[src/rtl/core_lsu_wbuf_pkg.sv]
// core_lsu_wbuf_pkg: store-buffer entry type, way-count default and one-hot drain FSM states
package core_lsu_wbuf_pkg;
  localparam int DWAY_CNT = 4;
  typedef struct packed {
    logic                uncached;
    logic [31:0]         paddr;
    logic [31:0]         wdata;
    logic [3:0]          strobe;
    logic [1:0]          size;
    logic [DWAY_CNT-1:0] sel;
  } wbuf_entry_t;
  typedef enum logic [3:0] {
    S_IDLE  = 4'b0001,
    S_CWR   = 4'b0010,
    S_UREQ  = 4'b0100,
    S_URESP = 4'b1000
  } wbuf_state_t;
endpackage

[src/rtl/core_lsu_wbuf_fifo.sv]
// core_lsu_wbuf_fifo: circular entry FIFO; push_i/din_i in, pop_i, full_o/empty_o, head_o, mem_o + vld_o for hazard compare
module core_lsu_wbuf_fifo
  import core_lsu_wbuf_pkg::*;
#(
  parameter int DEPTH = 4
) (
  input  logic             clk,
  input  logic             rst_n,
  input  logic             push_i,
  input  wbuf_entry_t      din_i,
  input  logic             pop_i,
  output logic             full_o,
  output logic             empty_o,
  output wbuf_entry_t      head_o,
  output wbuf_entry_t      mem_o [DEPTH],
  output logic [DEPTH-1:0] vld_o
);
  localparam int PW = $clog2(DEPTH);
  localparam int CW = $clog2(DEPTH + 1);
  wbuf_entry_t   mem_q [DEPTH];
  logic [PW-1:0] head_q, tail_q;
  logic [CW-1:0] cnt_q;
  logic          do_push, do_pop;
  assign full_o  = cnt_q == CW'(DEPTH);
  assign empty_o = cnt_q == '0;
  assign do_push = push_i && !full_o;
  assign do_pop  = pop_i && !empty_o;
  assign head_o  = mem_q[head_q];
  assign mem_o   = mem_q;
  for (genvar i = 0; i < DEPTH; i++) begin : g_vld
    logic [PW-1:0] off;
    assign off      = PW'(i) - head_q;
    assign vld_o[i] = {1'b0, off} < cnt_q;
  end
  always_ff @(posedge clk) begin
    if (!rst_n) begin
      head_q <= '0;
      tail_q <= '0;
      cnt_q  <= '0;
    end else begin
      if (do_push) begin
        mem_q[tail_q] <= din_i;
        tail_q        <= tail_q + PW'(1);
      end
      if (do_pop) head_q <= head_q + PW'(1);
      cnt_q <= cnt_q + CW'(do_push) - CW'(do_pop);
    end
  end
endmodule

[src/rtl/core_lsu_wbuf.sv]
// core_lsu_wbuf: in-order store buffer; ports we_* (M2 in), ram_* (cached drain), bus_* (uncached drain), chk_* (load hazard), drain_* (barrier), pending_write_o
module core_lsu_wbuf
  import core_lsu_wbuf_pkg::*;
#(
  parameter int DEPTH   = 4,
  parameter int WAY_CNT = DWAY_CNT
) (
  input  logic               clk,
  input  logic               rst_n,
  input  logic               we_valid_i,
  output logic               we_ready_o,
  input  logic               uncached_i,
  input  logic [31:0]        paddr_i,
  input  logic [31:0]        wdata_i,
  input  logic [3:0]         strobe_i,
  input  logic [1:0]         size_i,
  input  logic [WAY_CNT-1:0] we_sel_i,
  output logic               ram_we_o,
  input  logic               ram_ready_i,
  output logic [31:0]        ram_addr_o,
  output logic [31:0]        ram_wdata_o,
  output logic [3:0]         ram_strobe_o,
  output logic [WAY_CNT-1:0] ram_sel_o,
  output logic               bus_awvalid_o,
  input  logic               bus_awready_i,
  output logic [31:0]        bus_addr_o,
  output logic [31:0]        bus_wdata_o,
  output logic [3:0]         bus_strobe_o,
  output logic [1:0]         bus_size_o,
  input  logic               bus_bvalid_i,
  output logic               pending_write_o,
  input  logic [31:0]        chk_paddr_i,
  output logic               chk_hit_o,
  input  logic               drain_req_i,
  output logic               drain_done_o
);
  wbuf_state_t      state_q, state_d;
  wbuf_entry_t      din, head;
  wbuf_entry_t      mem [DEPTH];
  logic [DEPTH-1:0] vld, hit;
  logic             full, empty, push, pop, nxt_vld, nxt_unc;
  logic             ram_we_q, awvalid_q, uresp_q;
  logic             chk_unused;
  assign din = '{uncached: uncached_i, paddr: paddr_i, wdata: wdata_i, strobe: strobe_i, size: size_i, sel: we_sel_i};
  core_lsu_wbuf_fifo #(.DEPTH(DEPTH)) u_fifo (
    .clk    (clk),
    .rst_n  (rst_n),
    .push_i (push),
    .din_i  (din),
    .pop_i  (pop),
    .full_o (full),
    .empty_o(empty),
    .head_o (head),
    .mem_o  (mem),
    .vld_o  (vld)
  );
  assign we_ready_o = !full;
  assign push       = we_valid_i && !full;
  assign pop        = (state_q == S_CWR && ram_ready_i) || (state_q == S_UREQ && bus_awready_i);
  assign nxt_vld    = !empty || push;
  assign nxt_unc    = empty ? uncached_i : head.uncached;
  always_comb
    state_d = state_q == S_IDLE ? (nxt_vld ? (nxt_unc ? S_UREQ : S_CWR) : S_IDLE) :
              state_q == S_CWR  ? (ram_ready_i ? S_IDLE : S_CWR) :
              state_q == S_UREQ ? (bus_awready_i ? S_URESP : S_UREQ) :
              bus_bvalid_i ? S_IDLE : S_URESP;
  always_ff @(posedge clk) begin
    if (!rst_n) begin
      state_q   <= S_IDLE;
      ram_we_q  <= 1'b0;
      awvalid_q <= 1'b0;
      uresp_q   <= 1'b0;
    end else begin
      state_q   <= state_d;
      ram_we_q  <= state_d == S_CWR;
      awvalid_q <= state_d == S_UREQ;
      uresp_q   <= state_d == S_URESP;
    end
  end
  assign ram_we_o        = ram_we_q;
  assign ram_addr_o      = head.paddr;
  assign ram_wdata_o     = head.wdata;
  assign ram_strobe_o    = head.strobe;
  assign ram_sel_o       = head.sel;
  assign bus_awvalid_o   = awvalid_q;
  assign bus_addr_o      = head.paddr;
  assign bus_wdata_o     = head.wdata;
  assign bus_strobe_o    = head.strobe;
  assign bus_size_o      = head.size;
  assign pending_write_o = !empty || uresp_q;
  assign drain_done_o    = drain_req_i && !pending_write_o;
  for (genvar i = 0; i < DEPTH; i++) begin : g_hit
    assign hit[i] = vld[i] && mem[i].paddr[31:2] == chk_paddr_i[31:2];
  end
  assign chk_hit_o  = |hit;
  assign chk_unused = ^chk_paddr_i[1:0];
endmodule

[config.mk]
export PLATFORM = sky130hd
export DESIGN_NAME = core_lsu_wbuf
export DESIGN_NICKNAME = d
export VERILOG_FILES = /design/src/rtl/core_lsu_wbuf_pkg.sv /design/src/rtl/core_lsu_wbuf_fifo.sv /design/src/rtl/core_lsu_wbuf.sv
export SDC_FILE = /design/constraint.sdc
export NUM_CORES = 1
export LEC_CHECK = 0
export CORE_MARGIN = 10
export CORE_UTILIZATION = 35
export DETAILED_ROUTE_END_ITERATION = 10
export GPL_TIMING_DRIVEN = 0
export PLACE_DENSITY_LB_ADDON = 0.08
export SLEW_MARGIN = 20
export SYNTH_ARGS = -nofsm -noshare
export SYNTH_HDL_FRONTEND = slang
export SYNTH_SLANG_ARGS = --single-unit
export TNS_END_PERCENT = 100
[constraint.sdc]
create_clock -name clk -period 6.2 [get_ports clk]
set_clock_uncertainty 0.2 [all_clocks]
set_input_delay 0.93 -clock clk [delete_from_list [all_inputs] [get_ports clk]]
set_output_delay 0.93 -clock clk [all_outputs]
set_load 0.05 [all_outputs]
==> results of run 1 <==
## cell usage in the layout, fill, tap and decap left out, types with 3 or more instances in the layout
cell type	synthesis	routed
a2111oi_0	3	3
xor2_1	55	55
ha_1	10	10
dfxtp_1	14	14
nor2b_1	4	4
and3_1	7	3
nand2b_1	4	4
buf_4	71	71
buf_12	0	6
and3_4	0	4
clkbuf_8	0	3
mux4_2	75	75
nand2_1	4	4
nand4_1	20	20
clkinv_2	0	3
clkbuf_16	0	38
a21oi_1	7	7
and2_1	5	5
buf_2	12	12
nor4_1	15	15
xnor2_1	69	69
inv_1	12	12
buf_1	3	3
inv_6	0	3
clkinv_1	0	3
diode_2	0	3
edfxtp_1	300	300
clkbuf_1	8	18
clkdlybuf4s50_1	0	254
## report_power, final
part           internal (W)  total (W)  switching (W)
clock               0.00120    0.00202       0.000818
sequential          0.00248    0.00255      0.0000641
combinational      0.000557    0.00145       0.000889
total               0.00424    0.00601        0.00177
## final cells by class
type                       count  area [um^2]  share of cell area, %
sequential                   314         9290                   51.6
antenna                        3         7.51                 0.0417
timing repair buffer         261         2690                   15.0
inverter                      12         45.0                  0.250
multi-input combinational    302         3570                   19.9
tap                          511          639                   3.55
clock inverter                10         82.6                  0.459
clock buffer                  51         1030                   5.72
buffer                        94          634                   3.53
## flip-flops by register name (all words and copies together), names as in the netlist
register and cells:
bus_awvalid_o 1, u_fifo.cnt_q 3, ram_we_o 1, state_q 4
u_fifo.mem_o 300, u_fifo.tail_q 2, u_fifo.head_q 2, uresp_q 1
## layer usage
metal,share of wire (%),vias to the layer above,GRT usage (%)
met4,2.0,6,3.87
li1,-,3354,-
met3,7.1,54,4.67
met2,49,185,25.2
met1,42,3796,19.2
met5,0.11,-,0
## through the flow
step	util, %	total power [W]	hold slack, ps	worst slack, ps
2_1_floorplan	-	0.00352	326	2390
3_3_place_gp	44.0	0.00405	354	45.9
3_5_place_dp	44.5	0.00406	365	971
4_1_cts	47.4	0.00610	373	408
5_1_grt	47.4	0.00626	399	301
6_report	47.4	0.00601	369	632
## worst max-delay path by stage
stage / from / end / slack, ps / cells past startpoint
4_1_cts: u_fifo.head_q[1] / chk_hit_o / 410 / 10
6_report: u_fifo.head_q[1] / chk_hit_o / 630 / 10
5_1_grt: u_fifo.head_q[1] / chk_hit_o / 300 / 10
3_5_place_dp: u_fifo.head_q[1] / chk_hit_o / 970 / 10
2_1_floorplan: u_fifo.cnt_q[1] / u_fifo.mem_o[0] / 2390 / 5
3_3_place_gp: we_valid_i / u_fifo.mem_o[151] / 50 / 4
## worst register-to-register path, stage by stage, from the launching register on
cell and delay, ps:
dfxtp_1 440, inv_1 160, nand3_1 140, and2_1 140, clkbuf_1 320, and3_4 710, buf_16 310
## logic make-up after synthesis
family                   count (synthesis)  share of synthesized area (%)
AO/OA/AOI/OAI                           20                           1.25
adder cells (fa/ha/maj)                 11                           1.07
XOR/XNOR                               125                           8.15
AND/OR/NAND/NOR                         69                           3.16
flip-flops                             314                           68.7
buffers and inverters                  106                           5.02
multiplexers                            77                           12.6
==> impl_results.md, run 1 <==
* Register area share after synthesis at a little under 70%
* Die area at 46900 um^2
* P per Cell Area at 334 nW/um^2
* Yosys reg bits at ~310
* WL/cell at 23.4 um
* DRT Wirelength at ~36000 um
* Hold Path Sink: u_fifo.tail_q[1]
* Bufs on Longest Clock Path at 3
* Layout cells sized above 1 at about a fifth
* Residual DRC count at 0
* HP Start: u_fifo.tail_q[1]
* CTS Sinks at 314
* Synth-to-Final Area Change at 33.1%
* Max Fclk at ~180 MHz
* Yosys top cell area share at about 67%
* H-tree depth at 2
* Crit Reg-Reg Startpoint: u_fifo.cnt_q[1]
* Crit path DAT at about 4400 ps
* Synth async-reset ratio at 0%
* CTS Buf Count at 37
* Largest net degree at the start of global routing at 41
* Vias in the first global route at ~8300
* Period utilization at roughly 90%
* Status: complete, no violations
* CP bufs+invs at 4
* Total number of vias at 7395
* Crit-path max FO at 10
* Die width at 217 um
* Worst Hold Class: register to register
* Ys flop type: edfxtp_1
* Most numerous cell in the Yosys netlist: edfxtp_1
* Initial DRC Count at about 400
* CP max-delay cell: clkdlybuf4s50_1
* Hold Buf Count CTS at 0
* Dpl cells at 1494
* Setup TNS at 0 ps
* Leakage at around 5.9 nW
* CTS root buf: clkbuf_16
* Reg2reg end: u_fifo.mem_o[120]
* PostCTS Resize Cnt at 0
* Hold Violations, Final at 0
* Distinct cell type count after synthesis at 38
* Buffers on Ports at 254
* Post-Synthesis Cell Area at 13500 um^2
* Final setup viols at 0
* Slowest cell delay on critical path at about 830 ps
* Reg2Reg Depth at 6
* Clk_lat worst skew at about 510 ps
* Number of vias per cell at 4.75
* Setup Crit Path Kind: register to output port
* Post-synth EDFFs at 300
* Clock transition at path regs at 60 ps
* Worst slew pin tran at 1070 ps
* Fin area at between 15000 and 20000 um^2
* Synthesized instance count at ~720
* Number of top-level pins at about 260
* First-pass DRT Iterations at 4
* Tmin final at 5570 ps
* Total GRT Usage at between 10% and 20%
* Worst path cell trace: clkbuf_1, buf_1, xnor2_1, inv_1, ha_1, a2111o_1, a2111oi_0, nand4_1, nand4_1, clkdlybuf4s50_1
* First-pass GRT wire length at approximately 54000 um
* Leading area contributor after synthesis: edfxtp_1
* Die H at 217 um
* Postcts setup bufs at 0
* Rel. slew slack at between 20% and 30%
* Final Net Count at ~1100
* Most common library cells after synthesis: 300 x edfxtp_1, 75 x mux4_2, 71 x buf_4
* Final slew viol count at 0
* RSZ-0062 raised after global routing: false
* CORE AREA at ~38000 um^2
* Req. time, crit path at around 5100 ps
* TritonCTS clock tree: done
* Fin cells at between 1500 and 2000
* Remaining Overflow, GRT at 0
* Rows at 71
* Max_cap viols at 0
* Placed Area at 16900 um^2
* Filler Cell Count at between 3000 and 4000
* Routability Congestion at about 0.76
* Post-DRT Antenna Nets at 0
* Most used cell, CP: nand4_1
* CP Capture Type: output port
* Warnings, synthesis at 0
* Antenna violations before repair at 6
* Initial Util at a little over a third
* Worst hold stages at 2
* Synth top area cells: edfxtp_1 67%, mux4_2 12%, xnor2_1 4.5%, buf_4 3.9%, xor2_1 3.6%
* Worst reg-to-reg setup slack at about 3400 ps
* Mapped Avg Cell Area at about 19 um^2
* Maximum VDD drop at 0.184 mV
* Mapped Nets at approximately 850
* Detailed placer's ending HPWL at roughly 26000 um
* Startpoint types: register
* Cell family with most CP delay: buffers and inverters
Power figures use the tool's default switching activity.
==> run 2: changes to the inputs <==
==> constraint.sdc (replaced) <==
create_clock -name clk -period 6.2 [get_ports clk]
set_clock_uncertainty 0.2 [all_clocks]
set_input_delay 1.24 -clock clk [delete_from_list [all_inputs] [get_ports clk]]
set_output_delay 1.24 -clock clk [all_outputs]
set_load 0.05 [all_outputs]
==> impl_results.md, run 2 (same netlist as run 1, synthesis figures left out) <==
* Placed Area at 16900 um^2 (unchanged)
* Final worst slack at 363 ps (-269 ps)
* Hold Violations, Final at 0 (unchanged)
* Routability Congestion at 0.759 (unchanged)
* Clk_lat worst skew at 510 ps (about the same)
* Worst slew pin tran at 1080 ps (+12.9 ps)
* Worst reg-to-reg setup slack at 3410 ps (about the same)
* Die width at 217 um (unchanged)
* Detailed placer's ending HPWL at 26500 um (unchanged)
* Commonest non-fill, non-tap cells in the layout: 300 x edfxtp_1, 254 x clkdlybuf4s50_1, 75 x mux4_2
* Die H at 217 um (unchanged)
* Total GRT Usage at 15.3% (unchanged)
* Most used cell, CP: nand4_1
* First-pass GRT wire length at 53800 um (unchanged)
* Number of vias per cell at 4.76 (+0.34%)
* Rows at 71 (unchanged)
* First-pass DRT Iterations at 5 (+1)
* Pre-CTS setup slack at 456 ps (-515 ps)
* TritonCTS clock tree: done
* CP Capture Type: output port
* Crit-path max FO at 10 (unchanged)
* Status: complete, no violations
* Slowest cell delay on critical path at 830 ps (about the same)
* Period utilization at 94.1% (+4.3 points)
* Fin cells at 1558 (unchanged)
* RSZ-0062 raised after global routing: false
* DRT Wirelength at 36400 um (about the same)
* WL/cell at 23.4 um (about the same)
* CORE AREA at 37900 um^2 (unchanged)
* Clock transition at path regs at 60 ps (about the same)
* Post-DRT Antenna Nets at 0 (unchanged)
* Largest net degree at the start of global routing at 41 (unchanged)
* Number of top-level pins at 262 (unchanged)
* Total number of vias at 7420 (+0.34%)
* Remaining Overflow, GRT at 0 (unchanged)
* Worst Hold Class: register to register
* Initial DRC Count at 390 (-5.3%)
* Max FFs per register at 300 (unchanged)
* Tmin final at 5840 ps (+269 ps)
* Commonest non-fill, non-tap cell in the layout: edfxtp_1
* Leakage at 5.88 nW (about the same)
* CP max-delay cell: clkdlybuf4s50_1
* Postcts setup bufs at 0 (unchanged)
* Total Power at 0.00601 W (about the same)
* Antenna violations before repair at 6 (unchanged)
* Worst path cell trace: clkbuf_1, clkdlybuf4s15_1, xnor2_1, ha_1, a2111o_1, a2111oi_0, nand4_1, nand4_1, clkdlybuf4s50_1
* Die area at 46900 um^2 (unchanged)
* Storage cell area at 9290 um^2 (unchanged)
* CTS Sinks at 314 (unchanged)
* Startpoint types: register
* Residual DRC count at 0 (unchanged)
* P per Cell Area at 334 nW/um^2 (about the same)
* Multi-input gate area at 3570 um^2 (about the same)
* Setup TNS at 0 ps (unchanged)
* Crit path DAT at 4400 ps (-40 ps)
* Max Fclk at 171 MHz (-4.6%)
* Filler Cell Count at 3354 (-0.030%)
* Buffers on Ports at 254 (unchanged)
* Bufs on Longest Clock Path at 3 (unchanged)
* Final slew viol count at 0 (unchanged)
* Max_cap viols at 0 (unchanged)
* Req. time, crit path at 4760 ps (-310 ps)
* PostCTS Resize Cnt at 0 (unchanged)
* Fin area at 18000 um^2 (about the same)
* Rel. slew slack at 27.8% (-0.86 points)
* Maximum VDD drop at 0.183 mV (-0.45%)
* Dpl cells at 1494 (unchanged)
* Vias in the first global route at 8278 (unchanged)
* Synth-to-Final Area Change at 33.1% (about the same)
* Initial Util at 35.6% (unchanged)
* CTS root buf: clkbuf_16
* Hold Buf Count CTS at 0 (unchanged)
* CTS Buf Count at 37 (unchanged)
* Layout cells sized above 1 at 21.2% (unchanged)
* Final setup viols at 0 (unchanged)
* Setup Crit Path Kind: register to output port
* Final Net Count at 1147 (unchanged)
* H-tree depth at 2 (unchanged)
==> run 2: cell count changes in the layout (fill, tap and decap cells not counted), sizes merged <==
| cell | before | now |
|---|---|---|
| clkdlybuf4s15 | 0 | 1 |
| buf | 93 | 92 |
==> run 2: final cells by class <==
cell class,count,area share (%)
diodes,3,0.0417
flip-flops and latches,314,51.6
clock buffers,51,5.72
well taps,511,3.55
clock inverters,10,0.459
plain buffers,94,3.56
multi-input cells,302,19.9
repair buffers,261,14.9
inverters,12,0.250
==> run 2: layer usage <==
metal / GRT usage, % / wire, um
met5: 0 / 40
met4: 3.87 / 722
met3: 4.67 / 2690
met2: 25.2 / 17800
met1: 19.2 / 15200
==> run 2: through the flow <==
stage / util (%) / hold WS [ps]
after floorplan: - / 326
after global placement: 44.0 / 354
after detailed placement: 44.5 / 365
after CTS: 47.4 / 373
after global routing: 47.4 / 399
final: 47.4 / 370
==> run 2: power breakdown <==
group	total, W	internal, W	leakage [nW]	switching (W)
clock	0.00202	0.00120	0.546	0.000818
sequential	0.00255	0.00248	2.84	0.0000641
combinational	0.00145	0.000557	2.50	0.000891
==> run 2: worst paths after layout <==
| kind | from | end | cells past startpoint |
|---|---|---|---|
| hold / removal | u_fifo.tail_q[1] | u_fifo.tail_q[1] | 2 |
| setup / recovery | u_fifo.head_q[1] | chk_hit_o | 9 |
| setup reg to reg | u_fifo.cnt_q[1] | u_fifo.mem_o[120] | 6 |
| hold reg to reg | u_fifo.tail_q[1] | u_fifo.tail_q[1] | 2 |
==> run 2: critical path: cells and delay by family (launching register included) <==
kind,cells,cell delay (ps)
AO/OA/AOI/OAI,2,1030
flip-flops,1,330
XOR/XNOR,1,200
adder cells (fa/ha/maj),1,240
buffers and inverters,3,1770
AND/OR/NAND/NOR,2,320
